`config.mk`:
```
export PLATFORM = sky130hd
export DESIGN_NAME = i2s_rx_deserializer
export DESIGN_NICKNAME = d
export VERILOG_FILES = /design/src/rtl/i2s_rx_deserializer.sv
export SDC_FILE = /design/constraint.sdc
export NUM_CORES = 1
export LEC_CHECK = 0
export CORE_MARGIN = 8
export CORE_UTILIZATION = 52
export DETAILED_ROUTE_END_ITERATION = 8
export GPL_TIMING_DRIVEN = 0
export HOLD_SLACK_MARGIN = 0.15
export PLACE_DENSITY_LB_ADDON = 0.15
export SLEW_MARGIN = 20
export SYNTH_ARGS = -nofsm -noshare
export SYNTH_HDL_FRONTEND = slang
export SYNTH_SLANG_ARGS = --single-unit
```
`constraint.sdc`:
```
create_clock -name clk -period 2.7 [get_ports clk]
set_clock_uncertainty 0.05 [all_clocks]
set_input_delay 0.81 -clock clk [delete_from_list [all_inputs] [get_ports clk]]
set_output_delay 0.81 -clock clk [all_outputs]
set_load 0.02 [all_outputs]
```
`src/rtl/i2s_rx_deserializer.sv`:
```
// ---------------------------------------------------------------------------------------------
// i2s_rx_deserializer
//   I2S receiver acting as bus slave. The bclk/lrc/sd pins come from an external source and are
//   asynchronous to clk; they are oversampled, the bclk rising edge is detected, and MSB-first
//   words are rebuilt per channel slot. Each finished slot produces one left-justified sample
//   on a valid/ready stream backed by a single holding register.
//
// Ports
//   clk             system clock, at least 8x the bclk frequency
//   rst             synchronous, active-high reset
//   i2s_bclk_i      serial bit clock (asynchronous)
//   i2s_lrc_i       word select (asynchronous), 0 = left, 1 = right
//   i2s_sd_i        serial data (asynchronous), valid at bclk rising edge
//   sample_data_o   received word, left-justified
//   sample_right_o  channel of sample_data_o (1 = right)
//   sample_valid_o  sample_data_o/sample_right_o valid
//   sample_ready_i  consumer accepts when valid & ready at posedge clk
//   locked_o        frame alignment established and bclk active
//   overrun_o       one-cycle pulse: a finished word was dropped because the holding reg was full
//   overrun_cnt_o   saturating count of dropped words
// ---------------------------------------------------------------------------------------------
module i2s_rx_deserializer #(
  parameter int unsigned DATA_W  = 16,
  parameter int unsigned TIMEOUT = 255,
  parameter int unsigned CNT_W   = 8
) (
  input  logic              clk,
  input  logic              rst,
  input  logic              i2s_bclk_i,
  input  logic              i2s_lrc_i,
  input  logic              i2s_sd_i,
  output logic [DATA_W-1:0] sample_data_o,
  output logic              sample_right_o,
  output logic              sample_valid_o,
  input  logic              sample_ready_i,
  output logic              locked_o,
  output logic              overrun_o,
  output logic [CNT_W-1:0]  overrun_cnt_o
);

  localparam int unsigned BitCntW = $clog2(DATA_W + 1);
  localparam int unsigned ToW     = 12;

  localparam logic [BitCntW-1:0] DataWVal   = BitCntW'(DATA_W);
  localparam logic [ToW-1:0]     TimeoutVal = ToW'(TIMEOUT);

  localparam logic [0:0] StSync = 1'b0;
  localparam logic [0:0] StRecv = 1'b1;

  // Synchronisers; bclk has an extra history stage for edge detection.
  logic bclk_s1_q, bclk_s2_q, bclk_hist_q;
  logic lrc_s1_q, lrc_s2_q;
  logic sd_s1_q, sd_s2_q;

  logic               lrc_prev_q, lrc_prev_d;
  logic [0:0]         state_q, state_d;
  logic [BitCntW-1:0] cnt_q, cnt_d;
  logic [DATA_W-1:0]  shreg_q, shreg_d;
  logic [ToW-1:0]     to_q, to_d;

  logic [DATA_W-1:0]  data_q, data_d;
  logic               right_q, right_d;
  logic               valid_q, valid_d;
  logic               ovr_q, ovr_d;
  logic [CNT_W-1:0]   ovr_cnt_q, ovr_cnt_d;

  logic               bclk_evt;
  logic               boundary;
  logic               cnt_full;
  logic [DATA_W-1:0]  shreg_fin;
  logic [BitCntW-1:0] cnt_fin;
  logic               word_fire;
  logic [DATA_W-1:0]  word_data;
  logic               word_right;

  assign bclk_evt = bclk_s2_q & ~bclk_hist_q;
  assign boundary = bclk_evt & (lrc_s2_q != lrc_prev_q);
  assign cnt_full = (cnt_q >= DataWVal);

  // Frame tracking and word assembly.
  always_comb begin
    state_d    = state_q;
    cnt_d      = cnt_q;
    shreg_d    = shreg_q;
    lrc_prev_d = lrc_prev_q;
    shreg_fin  = shreg_q;
    cnt_fin    = cnt_q;
    word_fire  = 1'b0;
    word_data  = '0;
    word_right = lrc_prev_q;

    if (bclk_evt) begin
      to_d = '0;
    end else if (to_q != '1) begin
      to_d = to_q + 1'b1;
    end else begin
      to_d = to_q;
    end

    if (bclk_evt) begin
      lrc_prev_d = lrc_s2_q;
      case (state_q)
        StSync: begin
          if (boundary) begin
            state_d = StRecv;
            cnt_d   = '0;
            shreg_d = '0;
          end
        end
        default: begin
          // Bits beyond DATA_W in a long slot are dropped.
          if (!cnt_full) begin
            shreg_fin = {shreg_q[DATA_W-2:0], sd_s2_q};
            cnt_fin   = cnt_q + 1'b1;
          end
          if (boundary) begin
            // The bit at a boundary is the LSB of the slot that just ended.
            word_fire = (cnt_fin != '0);
            word_data = shreg_fin << (DataWVal - cnt_fin);
            cnt_d     = '0;
            shreg_d   = '0;
          end else begin
            cnt_d   = cnt_fin;
            shreg_d = shreg_fin;
          end
        end
      endcase
    end else if (state_q == StRecv && to_q >= TimeoutVal) begin
      // bclk went quiet: abandon the partial word and hunt for a boundary again.
      state_d = StSync;
      cnt_d   = '0;
      shreg_d = '0;
    end
  end

  // Holding register and overrun accounting.
  always_comb begin
    data_d    = data_q;
    right_d   = right_q;
    valid_d   = valid_q;
    ovr_d     = 1'b0;
    ovr_cnt_d = ovr_cnt_q;

    if (valid_q && sample_ready_i) begin
      valid_d = 1'b0;
    end

    if (word_fire) begin
      if (valid_q && !sample_ready_i) begin
        ovr_d = 1'b1;
        if (ovr_cnt_q != '1) begin
          ovr_cnt_d = ovr_cnt_q + 1'b1;
        end
      end else begin
        data_d  = word_data;
        right_d = word_right;
        valid_d = 1'b1;
      end
    end
  end

  always_ff @(posedge clk) begin
    if (rst) begin
      bclk_s1_q   <= 1'b0;
      bclk_s2_q   <= 1'b0;
      bclk_hist_q <= 1'b0;
      lrc_s1_q    <= 1'b0;
      lrc_s2_q    <= 1'b0;
      sd_s1_q     <= 1'b0;
      sd_s2_q     <= 1'b0;
      lrc_prev_q  <= 1'b0;
      state_q     <= StSync;
      cnt_q       <= '0;
      shreg_q     <= '0;
      to_q        <= '0;
      data_q      <= '0;
      right_q     <= 1'b0;
      valid_q     <= 1'b0;
      ovr_q       <= 1'b0;
      ovr_cnt_q   <= '0;
    end else begin
      bclk_s1_q   <= i2s_bclk_i;
      bclk_s2_q   <= bclk_s1_q;
      bclk_hist_q <= bclk_s2_q;
      lrc_s1_q    <= i2s_lrc_i;
      lrc_s2_q    <= lrc_s1_q;
      sd_s1_q     <= i2s_sd_i;
      sd_s2_q     <= sd_s1_q;
      lrc_prev_q  <= lrc_prev_d;
      state_q     <= state_d;
      cnt_q       <= cnt_d;
      shreg_q     <= shreg_d;
      to_q        <= to_d;
      data_q      <= data_d;
      right_q     <= right_d;
      valid_q     <= valid_d;
      ovr_q       <= ovr_d;
      ovr_cnt_q   <= ovr_cnt_d;
    end
  end

  assign sample_data_o  = data_q;
  assign sample_right_o = right_q;
  assign sample_valid_o = valid_q;
  assign locked_o       = (state_q == StRecv);
  assign overrun_o      = ovr_q;
  assign overrun_cnt_o  = ovr_cnt_q;

endmodule

```
* Word-level counts from Yosys, hierarchy flattened
Cells that the tools add are included.
** Storage, ports and cells
- Register bits after elaboration :: 69
- Latch bits :: 0
- Bits in writable memories :: 0
- ROM bits :: 0
- Input bits :: 6
- Output and inout bits :: 28
- Logic and storage cells :: 74
- Memories :: 0
** Cells by class
- Add/subtract/negate cells :: 4
- Multiply operators :: 0
- Div/mod/pow operators :: 0
- Magnitude comparators :: 2
- Eq/ne operators :: 4
- Shifts and indexed selects :: 1
- Muxes and demuxes :: 30
- Bitwise logic cells :: 5
- Reduce and logical (&&, ||, !) cells :: 11
** Operators by type and width (count)
- 16-bit two-way mux :: 11
- 5-bit two-way mux :: 8
- 16-bit by 5-bit << shifter with 16-bit output :: 1
- 12-bit by 1-bit adder with 12-bit output, second input constant :: 1
- 12-bit by 8-bit greater-or-equal comparator with 1-bit output, second input constant :: 1
- 12-bit inequality test, second input constant :: 1
- 1-bit two-way mux :: 11
- 8-bit by 1-bit adder with 8-bit output, second input constant :: 1
- 8-bit inequality test, second input constant :: 1
- 5-bit by 1-bit adder with 5-bit output, second input constant :: 1
- 5-bit greater-or-equal comparator, second input constant :: 1
- 5-bit nonzero test :: 1
- 5-bit subtractor, first input constant :: 1
- 2-bit AND reduction :: 2
- 2-bit OR reduction :: 2
- 1-bit logical AND :: 3
- 3-bit by 2-bit inequality test with 1-bit output, second input constant :: 1
- 1-bit inverter :: 3
- 3-bit AND reduction :: 1
- 1-bit bitwise AND :: 2
- 2-bit nonzero test :: 1
- 1-bit logical NOT :: 1
- 1-bit inequality test :: 1

* Longest topological paths before layout
- Word-level depth :: 10
- Gate-level depth with buffers :: 14
- Mapped depth without buffers :: 11

* Worst setup path before layout
Ideal clock, no wire load.
- Kind :: register -> register
- From :: reg cnt_q[0]
- To :: reg ovr_cnt_q[5], in the netlist overrun_cnt_o[5]
- Setup time :: 0.128 ns
- Data arrival time :: 2.819 ns
- Data required time :: 2.522 ns
- Setup slack :: -0.297 ns
- Cell stages (with the launch flop) :: 15
- Path buffers :: 3
- Period minus slack after synthesis :: 2.997 ns
- Path through :: dfxtp_1 > buf_2 > inv_1 > buf_2 > ha_1 > mux2i_1 > ha_1 > and3_1 > ha_1 > nand4bb_1 > or3_1 > buf_2 > nor4_1 > xnor2_1 > nor2_1
** On the way
- Longest elaborated chain between the ends :: 9
- Elaborated cells on any way between the ends :: 10
- Those cells by class :: add/sub (1); order compare (1); mux (6); reduce/logical (2)
** Ends and longest elaborated chain
- from (decl) :: line 57 : logic [BitCntW-1:0] cnt_q, cnt_d;
- from (signal assigned) :: line 191 : cnt_q <= cnt_d;
- 5-bit by 1-bit adder with 5-bit output / 5-bit greater-or-equal comparator (equally long branches) :: line 114, 78
- 5-bit two-way mux (*) :: line 112 : if (!cnt_full) begin
- 5-bit two-way mux (*) :: line 102 : case (state_q)
- 5-bit two-way mux (*) :: line 100 : if (bclk_evt) begin
- 5-bit nonzero test (*) :: line 118 : word_fire = (cnt_fin != '0);
- 1-bit two-way mux (*) :: line 116 : if (boundary) begin
- 1-bit two-way mux (*) :: line 102
- 1-bit two-way mux (*) :: line 100
- 3-bit AND reduction (no line) (*)
- to (signal assigned) :: line 198 : ovr_cnt_q <= ovr_cnt_d;
- to (decl) :: line 65 : logic [CNT_W-1:0] ovr_cnt_q, ovr_cnt_d;
Mark *: on every way between the ends. The rest lies on a longest branch, timed or not. The select of a mux whose other input is x is not followed.
A chain may end at the register's enable or synchronous reset.

* Worst setup path after layout
Ends and elaborated chain as after synthesis.

==> impl_metrics.toml <==
[outcome]
status = "finished clean"

[worst_hold_path]
hp-class = "flip-flop to flip-flop"
min_to = "bclk_s2_q"
hold_path_startpoint = "bclk_s1_q"
hold_path_depth = 1

[run]
cap_viol_max_count = 0

[clock_tree]
clkTransAtPathRegs_ns = 0.08
cts_inserted_buffers = 9
cts_tree = "built"
clk_latency_ns = 0.35
htreeDepth = 3
clock_sinks = 69
root_buffer = "clkbuf_8"
clockBufferDepth = 2
cts_hold_buf = 0

[yosys]
yosys_warnings = 0
syn-num-nets = 416
yosysTopAreaCell = "dfxtp_1"
syn_area_um2 = 3750
avgSynthCellArea_um2 = 9.27
synth-seq-area-share_pct = 36.9
synthTopCellsByArea = "dfxtp_1, nor2_1, mux4_1"
synth_cell_type_count = 56
synth_top_area_share_pct = 36.9
syn_inst = 404
ys_ff_latch = 69

[worst_setup_path]
cp.arrival_ns = 2.82
crit_chain = "buf_6 > inv_8 > ha_4 > mux2i_4 > ha_4 > and3_4 > ha_4 > nand4bb_1 > or3_4 > buf_8 > nor4_4 > xnor2_1 > nor2_1"
startpoint_type = "flip-flop"
slowest_delay_ns = 0.36
cp_max_fo = 5
r2r-end = "overrun_cnt_o[5]"
crit_family = "simple AND/OR/NAND/NOR gates"
timing.critical_path.slowest_stage_cell = "or3_4"
end_kind = "flip-flop"
crit_top_cell = "ha_4"
reg2reg_depth = 13
crit_required_ns = 2.87
path_buf_inv = 3
worstReg2RegStart = "cnt_q[0]"
r2r_slack_ns = 0.06
crit_type = "flip-flop to flip-flop"

[floorplan]
die-area_um2 = 10200
die_w_um = 101
io_pins = 34
initial_core_util_pct = 52.8
core_um2 = 7100
rows = 31
die-height_um = 101

[timing]
final_max_slew_viol_count = 0
relSlewSlack_pct = 39.7
holdWs_ns = 0.407
post-route-period-util_pct = 98.0
finalWorstSetupSlack_ns = 0.0553
timing.final.crit_period_ns = 2.64
rsz0062_at_grt = "true"
worst_slew_pin_slew_ns = 0.901
setup_viol = 0
max_freq_mhz = 378
finalHoldViolCount = 0

[route]
drt_iter0_markers = 139
via_per_inst = 5.76
drt-total-wl_mm = 9.36
drc = 0
ant_nets = 0
first_pass_iters = 4
routedWlPerCell_um = 16.6
num_vias = 3255

[cells_and_area]
drive_gt1_share_pct = 18.0
nets = 473
fin_area_um2 = 4700
final_cells = 565
syn_to_final_growth_pct = 25.5
antennaDiodeCount = 0

[grt]
grt-ovfl-total = 0
grt_pass1_wl_mm = 15.5
grt_start_max_net_pins = 14
grt_pass1_vias = 3239
grtUsageTotal_pct = 19.4
antenna_found_initial = 0

[placed_design]
dpl_cell_area_um2 = 4270
gp_routability_congestion = 0.896
hpwl_mm = 6.48
post-place-ws_ns = -0.376
placed_cells = 536
io_buffers = 33

[pwr]
peakVddDrop_uv = 294
design_power_total_mw = 1.95
p_per_area_nw_per_um2 = 415
p_leak_nw = 1.64
-- cell usage after synthesis (all sizes together) --
library cell / instances
and3: 6
o21bai: 1
nand3: 16
or4: 2
a211oi: 5
nor4: 4
nor4b: 2
o211ai: 2
ha: 6
nor3: 4
xnor2: 15
a32oi: 6
nor3b: 2
or3: 1
o2111ai: 2
mux2: 6
nand2b: 4
a31oi: 4
nor2b: 15
o211a: 1
buf: 14
a21o: 3
a22oi: 16
or3b: 1
dfxtp: 69
nor2: 51
a21oi: 27
nand2: 31
and4bb: 1
clkbuf: 12
o31ai: 1
inv: 3
nand4bb: 1
a41oi: 1
and4: 2
nand4: 6
mux2i: 18
and2: 2
mux4: 11
nand4b: 1
o21ai: 14
xor2: 10
nand3b: 4
a221o: 1
-- report_power, final --
part	switching (mW)	internal [mW]
logic	0.0373	0.0249
registers	0.0105	1.02
clock network	0.425	0.429
total	0.473	1.48
-- stage by stage --
stage,util [%],TNS (ns)
4_1_cts,64.8,0
5_1_grt,66.2,-0.0964
2_1_floorplan,-,-0.0552
3_3_place_gp,60.2,-4.53
6_report,66.2,0
3_5_place_dp,60.2,-5.21
-- area by class of cell --
type                            instances  area (um^2)
Timing Repair Buffer                   48          453
Inverter                                3         18.8
Tap cell                               99          124
Clock inverter                          7         75.1
Sequential cell                        69         1390
Buffer                                 24          169
Multi-Input combinational cell        306         2350
Fill cell                             602         2400
Clock buffer                            9          124
-- worst max-delay path by stage --
stage          startpoint                end  slack [ns]  cells past startpoint
3_3_place_gp     cnt_q[0]  sample_data_o[13]       -0.36                     13
4_1_cts          cnt_q[0]   overrun_cnt_o[5]      0.0007                     13
5_1_grt          cnt_q[0]   overrun_cnt_o[5]       -0.04                     13
3_5_place_dp     cnt_q[0]  sample_data_o[13]       -0.38                     13
6_report         cnt_q[0]   overrun_cnt_o[5]        0.06                     13
2_1_floorplan    cnt_q[0]   sample_data_o[7]       -0.03                     11
-- metal layers --
metal	vias to the layer above	track usage, %	routed length, um
li1	1574	-	-
met5	-	0	0
met3	18	4.49	418
met4	0	8.02	201
met1	1580	23.7	4230
met2	83	32.0	4510
-- cell usage in the layout, fill, tap and decap left out, types with 5 or more instances in the layout --
master	instances
mux2i_1	17
nor2_1	51
and3_1	5
clkbuf_1	9
mux2_2	6
dfxtp_1	67
clkbuf_8	10
xor2_1	8
a21oi_1	27
a32oi_1	6
o21ai_0	13
nor2b_1	14
mux4_2	6
nand2_1	31
a22oi_1	16
buf_4	18
nand3_1	15
clkdlybuf4s50_1	33
xnor2_1	12
nand4_1	6
mux4_1	5
-- sequential cells by signal (all words and copies together), names as in the netlist --
| name | cells |
|---|---|
| to_q | 12 |
| locked_o | 1 |
| overrun_cnt_o | 8 |
| lrc_s2_q | 1 |
| sample_valid_o | 1 |
| bclk_s2_q | 1 |
| overrun_o | 1 |
| bclk_s1_q | 1 |
| sd_s1_q | 1 |
| shreg_q | 16 |
| lrc_s1_q | 1 |
| cnt_q | 5 |
| sample_data_o | 16 |
| bclk_hist_q | 1 |
| sd_s2_q | 1 |
| sample_right_o | 1 |
| lrc_prev_q | 1 |
-- cells by family after synthesis --
family          synth area share (%)
mux                             13.9
fa+ha+maj                       2.00
buf+inv                         4.07
flops                           36.9
compound gates                  14.5
xor+xnor                        7.55
simple gates                    21.0
-- what timing repair did --
item	in CTS	in global routing
buffers inserted	10	4
endpoints found under the setup margin	25	24
resized for setup	18	15
pin swaps	10	8
gates cloned	1	0
No activity file was read; power rests on OpenSTA's default activity.
